==> src/rtl/alu_multiword_seq_if.sv <==
`default_nettype none
// ----------------------------------------------------------------------------
// alu_multiword_seq_if: request, response and ALU-side bundle of the sequencer
// Rev 1.0
// ----------------------------------------------------------------------------
interface alu_multiword_seq_if #(
  parameter int N_B   = 32,
  parameter int WORDS = 2,
  parameter int LW    = $clog2(WORDS) + 1
);
  logic                 start;
  logic [3:0]           alu_op;
  logic [LW-1:0]        len;
  logic                 set_flags;
  logic [N_B*WORDS-1:0] a_in;
  logic [N_B*WORDS-1:0] b_in;
  logic [N_B-1:0]       alu_a;
  logic [N_B-1:0]       alu_b;
  logic [3:0]           alu_ctrl;
  logic                 alu_cin;
  logic [N_B-1:0]       alu_result;
  logic                 alu_cout;
  logic                 busy;
  logic                 done;
  logic [N_B*WORDS-1:0] result;
  logic [3:0]           flags;

  modport master (
    output start, alu_op, len, set_flags, a_in, b_in, alu_result, alu_cout,
    input  alu_a, alu_b, alu_ctrl, alu_cin, busy, done, result, flags
  );

  modport slave (
    input  start, alu_op, len, set_flags, a_in, b_in, alu_result, alu_cout,
    output alu_a, alu_b, alu_ctrl, alu_cin, busy, done, result, flags
  );
endinterface
`default_nettype wire

==> src/rtl/alu_multiword_seq.sv <==
`default_nettype none
// ----------------------------------------------------------------------------
// alu_multiword_seq: word-serial carry-chained ALU sequencer with NZCV register
// Rev 1.0
// ----------------------------------------------------------------------------
module alu_multiword_seq #(
  parameter int N_B   = 32,
  parameter int WORDS = 2,
  parameter int LW    = $clog2(WORDS) + 1
) (
  input  logic               clk,
  input  logic               reset,
  alu_multiword_seq_if.slave bus
);
  localparam int            IW          = (WORDS > 1) ? $clog2(WORDS) : 1;
  localparam logic [LW-1:0] c_words_len = LW'(WORDS);

  typedef enum logic [1:0] {
    S_IDLE = 2'd0,
    S_RUN  = 2'd1,
    S_DONE = 2'd2
  } state_t;

  state_t               r_state;
  logic [N_B*WORDS-1:0] r_a;
  logic [N_B*WORDS-1:0] r_b;
  logic [N_B*WORDS-1:0] r_result;
  logic [3:0]           r_op;
  logic                 r_set_flags;
  logic [IW-1:0]        r_idx;
  logic [IW-1:0]        r_last;
  logic                 r_zacc;
  logic [N_B-1:0]       r_alu_a;
  logic [N_B-1:0]       r_alu_b;
  logic [3:0]           r_alu_ctrl;
  logic                 r_alu_cin;
  logic                 r_busy;
  logic                 r_done;
  logic [3:0]           r_flags;

  logic [LW-1:0]        w_eff_len;
  logic [IW-1:0]        w_last_idx;
  logic [IW-1:0]        w_next_idx;
  logic                 w_is_last;
  logic                 w_arith;
  logic                 w_word_zero;
  logic [3:0]           w_nzcv;

  always_comb begin
    w_eff_len = bus.len;
    if (bus.len == '0) begin
      w_eff_len = LW'(1);
    end else if (bus.len > c_words_len) begin
      w_eff_len = c_words_len;
    end
    w_last_idx = IW'(w_eff_len - LW'(1));
  end

  // Flags are formed from the top word while it is still on the ALU inputs;
  // b's msb is the un-inverted operand, so SUB overflow uses op[0] to flip it.
  always_comb begin
    w_next_idx  = r_idx + IW'(1);
    w_is_last   = (r_idx == r_last);
    w_arith     = ~r_op[1];
    w_word_zero = (bus.alu_result == '0);
    w_nzcv      = {bus.alu_result[N_B-1],
                   r_zacc & w_word_zero,
                   bus.alu_cout & w_arith,
                   ~(r_op[0] ^ r_alu_a[N_B-1] ^ r_alu_b[N_B-1]) &
                   (r_alu_a[N_B-1] ^ bus.alu_result[N_B-1]) & w_arith};
  end

  always_ff @(posedge clk) begin
    if (reset) begin
      r_state     <= S_IDLE;
      r_a         <= '0;
      r_b         <= '0;
      r_result    <= '0;
      r_op        <= '0;
      r_set_flags <= 1'b0;
      r_idx       <= '0;
      r_last      <= '0;
      r_zacc      <= 1'b0;
      r_alu_a     <= '0;
      r_alu_b     <= '0;
      r_alu_ctrl  <= '0;
      r_alu_cin   <= 1'b0;
      r_busy      <= 1'b0;
      r_done      <= 1'b0;
      r_flags     <= '0;
    end else begin
      r_done <= 1'b0;
      case (r_state)
        S_IDLE: begin
          if (bus.start) begin
            r_state     <= S_RUN;
            r_busy      <= 1'b1;
            r_a         <= bus.a_in;
            r_b         <= bus.b_in;
            r_op        <= bus.alu_op;
            r_set_flags <= bus.set_flags;
            r_last      <= w_last_idx;
            r_idx       <= '0;
            r_zacc      <= 1'b1;
            r_result    <= '0;
            r_alu_a     <= bus.a_in[N_B-1:0];
            r_alu_b     <= bus.b_in[N_B-1:0];
            r_alu_ctrl  <= bus.alu_op;
            r_alu_cin   <= (bus.alu_op[1:0] == 2'b01);
          end
        end
        S_RUN: begin
          r_result[r_idx*N_B +: N_B] <= bus.alu_result;
          r_zacc <= r_zacc & w_word_zero;
          r_idx  <= w_next_idx;
          if (w_is_last) begin
            r_state    <= S_DONE;
            r_busy     <= 1'b0;
            r_done     <= 1'b1;
            r_alu_a    <= '0;
            r_alu_b    <= '0;
            r_alu_ctrl <= '0;
            r_alu_cin  <= 1'b0;
            if (r_set_flags) begin
              r_flags <= w_nzcv;
            end
          end else begin
            r_alu_a   <= r_a[w_next_idx*N_B +: N_B];
            r_alu_b   <= r_b[w_next_idx*N_B +: N_B];
            r_alu_cin <= bus.alu_cout & w_arith;
          end
        end
        S_DONE: begin
          r_state <= S_IDLE;
        end
        default: begin
          r_state <= S_IDLE;
        end
      endcase
    end
  end

  assign bus.alu_a    = r_alu_a;
  assign bus.alu_b    = r_alu_b;
  assign bus.alu_ctrl = r_alu_ctrl;
  assign bus.alu_cin  = r_alu_cin;
  assign bus.busy     = r_busy;
  assign bus.done     = r_done;
  assign bus.result   = r_result;
  assign bus.flags    = r_flags;
endmodule
`default_nettype wire

==> src/flat_wrapper.sv <==
// flat-port wrapper written by rule: the top's interface ports become plain ports
module alu_multiword_seq_flat 
#(
  parameter int N_B   = 32,
  parameter int WORDS = 2,
  parameter int LW    = $clog2(WORDS) + 1
)
  (clk, reset, bus_start, bus_alu_op, bus_len, bus_set_flags, bus_a_in, bus_b_in, bus_alu_result, bus_alu_cout, bus_alu_a, bus_alu_b, bus_alu_ctrl, bus_alu_cin, bus_busy, bus_done, bus_result, bus_flags);
  alu_multiword_seq_if #(.N_B(N_B), .WORDS(WORDS), .LW(LW)) bus_i ();
  input  logic clk;
  input  logic reset;
  input wire logic [$bits(bus_i.start)-1:0] bus_start;
  input wire logic [$bits(bus_i.alu_op)-1:0] bus_alu_op;
  input wire logic [$bits(bus_i.len)-1:0] bus_len;
  input wire logic [$bits(bus_i.set_flags)-1:0] bus_set_flags;
  input wire logic [$bits(bus_i.a_in)-1:0] bus_a_in;
  input wire logic [$bits(bus_i.b_in)-1:0] bus_b_in;
  input wire logic [$bits(bus_i.alu_result)-1:0] bus_alu_result;
  input wire logic [$bits(bus_i.alu_cout)-1:0] bus_alu_cout;
  output wire logic [$bits(bus_i.alu_a)-1:0] bus_alu_a;
  output wire logic [$bits(bus_i.alu_b)-1:0] bus_alu_b;
  output wire logic [$bits(bus_i.alu_ctrl)-1:0] bus_alu_ctrl;
  output wire logic [$bits(bus_i.alu_cin)-1:0] bus_alu_cin;
  output wire logic [$bits(bus_i.busy)-1:0] bus_busy;
  output wire logic [$bits(bus_i.done)-1:0] bus_done;
  output wire logic [$bits(bus_i.result)-1:0] bus_result;
  output wire logic [$bits(bus_i.flags)-1:0] bus_flags;
  assign bus_i.start = bus_start;
  assign bus_i.alu_op = bus_alu_op;
  assign bus_i.len = bus_len;
  assign bus_i.set_flags = bus_set_flags;
  assign bus_i.a_in = bus_a_in;
  assign bus_i.b_in = bus_b_in;
  assign bus_i.alu_result = bus_alu_result;
  assign bus_i.alu_cout = bus_alu_cout;
  assign bus_alu_a = bus_i.alu_a;
  assign bus_alu_b = bus_i.alu_b;
  assign bus_alu_ctrl = bus_i.alu_ctrl;
  assign bus_alu_cin = bus_i.alu_cin;
  assign bus_busy = bus_i.busy;
  assign bus_done = bus_i.done;
  assign bus_result = bus_i.result;
  assign bus_flags = bus_i.flags;
  alu_multiword_seq #(.N_B(N_B), .WORDS(WORDS), .LW(LW)) u_core (.clk(clk), .reset(reset), .bus(bus_i));
endmodule
==> config.mk <==
export PLATFORM = sky130hd
export DESIGN_NAME = alu_multiword_seq_flat
export DESIGN_NICKNAME = d
export VERILOG_FILES = /design/src/rtl/alu_multiword_seq_if.sv /design/src/rtl/alu_multiword_seq.sv /design/src/flat_wrapper.sv
export SDC_FILE = /design/constraint.sdc
export NUM_CORES = 1
export LEC_CHECK = 0
export CAP_MARGIN = 20
export CORE_AREA = 2 2 161 163
export CTS_CLUSTER_DIAMETER = 30
export DETAILED_ROUTE_END_ITERATION = 8
export DIE_AREA = 0 0 163 165
export PLACE_DENSITY = 0.72
export SLEW_MARGIN = 30
export SYNTH_ARGS = -nofsm -noshare
export SYNTH_HDL_FRONTEND = slang
export SYNTH_SLANG_ARGS = --single-unit
==> constraint.sdc <==
create_clock -name clk -period 1.5 [get_ports clk]
set_input_delay 0.375 -clock clk [delete_from_list [all_inputs] [get_ports clk]]
set_output_delay 0.375 -clock clk [all_outputs]
set_load 0.005 [all_outputs]
==> flow_summary.toml <==
[status]
status = "finished, violations left"
violations = "negative setup slack"

[power]
total_power_mw = 24.9
p_per_area_mw_per_mm2 = 1430
max-vdd-ir-drop_v = 0.00126
leakage_nw = 6.91

[sta]
setup_slack_ps = -86.6
max-slew-margin-rel = 0.649
finalSetupTns_ps = -587
clock.fmax_mhz = 630
tightest_slew_ps = 527
hold_violations = 0
fin_crit_sh = 1.06
holdWs_ps = 187
layout_min_cycle_time_ps = 1590
fin_skew_ps = 19.6
rsz0062_at_grt = "true"
drv_slew = 0
finalSetupViolCount = 36

[logic_synthesis]
ys_seq_elements = 275
yosysMostFrequentCell = "dfxtp_1"
async_reset_ff_frac = 0
synthDistinctLibCells = 31
synth_top_cell_by_area = "dfxtp_1"
synth_top_area_frac = 0.516
synth-main-ff-cell = "dfxtp_1"
syn_area_per_cell_sq_um = 8.47
yosys-top-cells-area = "dfxtp_1, nand2_1, a21oi_1"
synth_nets = 1429
synth_warnings = 0
seq_area_frac_synth = 0.516
syn_inst = 1258
synth_edf_count = 0
netlist_top_cells_count = "dfxtp_1, nand2_1, a21oi_1"
syn_area_sq_mm = 0.0107

[floorplanning]
die_x_microns = 163
ios = 310
floorplan.initialDensity = 0.426
coreArea_sq_mm = 0.0250
fp.dieH_microns = 165
row_count = 58
die_area_sq_mm = 0.0269

[clock_network]
cts_buffers = 56
cts-root-buf = "clkbuf_16"
cts_max_path_buffers = 3
cts.sink_count = 275
clk_latency_ps = 560
path_clk_slew_ps = 50
cts_tree = "built"
htreeDepth = 2

[global_routing]
gr-total-overflow = 0
grt_max_degree = 109
grt_antenna_before_repair = 3
grt_pass1_vias = 10400
grtUsageTotal = 0.253
grt_pass1_wl_microns = 54400

[critical_path]
endpoint_kind = "flop"
critPathLaunchType = "flop"
reg2reg_depth = 5
rr_startpoint = "u_core.r_state[0]$_SDFFE_PP0P_"
cp_data_arrival_time_ps = 2000
path_max_fanout = 19
cp.required_ps = 1910
cp-startpoint = "u_core.r_state[0]$_SDFFE_PP0P_"
crit_type = "flop to flop"

[routing]
vias_per_cell = 5.33
ant_nets = 0
wl_per_cell_microns = 19.3
first_pass_iters = 5
vias = 10700
drt_iter0_drc = 757
routed_wl_microns = 38700
drc_errors = 0

[hold_path]
hold_start = "bus_alu_result[24]"
min_path_type = "primary input to flop"
min_path_cells = 2

[placement]
port_buffers = 308
gp_congestion = 0.887
dp_hpwl_microns = 22300
place_ws_ps = -773

[finish]
nNetsFinal = 1802
post-route-util = 0.696
syn_to_final_growth_pct = 63.6
drive_above_1_share = 0.286

[flow_run]
cap_violations = 0
## where the power goes
group | internal [mW] | switching [mW] | total [mW] | leakage (nW)
clock | 8.75 | 4.24 | 13.0 | 0.980
combinational | 1.89 | 1.85 | 3.74 | 3.65
sequential | 7.85 | 0.297 | 8.15 | 2.28
total | 18.5 | 6.38 | 24.9 | 6.91
## placed cells by master, fill, tap and decap left out, types with 32 or more instances in the layout
cell and instances:
a21oi_1 136, a22o_1 32, buf_2 41, buf_4 60, clkbuf_16 71, clkbuf_2 35
clkdlybuf4s15_1 43, clkdlybuf4s50_1 161, dfxtp_1 216, dfxtp_2 54, mux2i_1 66, nand2_1 261
nor2_1 101, nor3_1 61, o21a_1 65, o21ai_2 44
## per-stage QoR
| step | cell area, sq um | cells |
|---|---|---|
| finish | 17400 | 2007 |
| global route | 17400 | 2007 |
| CTS | 16800 | 1982 |
| detailed placement | 14600 | 1876 |
| global placement | 14600 | 1876 |
| floorplan | 10700 | 1258 |
## cell type report
| cell class | instances | area, sq um |
|---|---|---|
| clock inverters | 30 | 414 |
| well taps | 330 | 413 |
| flip-flops and latches | 275 | 5590 |
| clock buffers | 72 | 1590 |
| diodes | 2 | 5.00 |
| multi-input cells | 880 | 5240 |
| repair buffers | 418 | 4180 |
| fillers | 1885 | 7600 |
## sequential cells by signal, summed over array words and instances, names as in the netlist, 2 cells and up
name and cells:
u_core.r_op 2, u_core.bus.result 64, u_core.bus.alu_a 32, u_core.r_b 64, u_core.r_state 2, u_core.bus.flags 4
u_core.bus.alu_ctrl 4, u_core.bus.alu_b 32, u_core.r_a 64
## final timing paths
| kind | endpoint | slack, ps |
|---|---|---|
| hold reg to reg | u_core.r_b[43]$_SDFFE_PP0P_ | 450 |
| setup / recovery | u_core.bus.alu_a[26]$_SDFFE_PP0P_ | -90 |
| hold / removal | u_core.bus.result[56]$_SDFFE_PP0P_ | 190 |
| setup reg to reg | u_core.bus.alu_a[26]$_SDFFE_PP0P_ | -90 |
## kinds of logic after synthesis
logic type,count (synthesis),share of synthesized area
DFF,275,0.516
and+or+nand+nor,471,0.182
AOI/OAI and AO/OA,339,0.194
xor gates and xnor gates,2,0.00340
muxes,66,0.0620
buffers and inverters,105,0.0423
## worst max-delay path, cell delays in order (launching register included)
cell,delay [ps]
dfxtp_4,360
or3b_4,500
buf_12,200
o21ai_2,140
o21a_1,180
nor3_1,60
## timing repair
item	CTS	global route
endpoints found under the setup margin	197	327
cloned	2	20
hold buffers	0	0
pin swaps	2	22
gates resized for setup	459	225
setup buffers	2	4
## routing by layer
layer | global-route usage | vias to the layer above | wire (microns)
met2 | 0.425 | 467 | 18600
met5 | 0 | - | 12
li1 | - | 5102 | -
met1 | 0.295 | 5051 | 15200
met3 | 0.0806 | 82 | 3420
met4 | 0.117 | 2 | 1450
No activity file was read; power rests on OpenSTA's default activity.
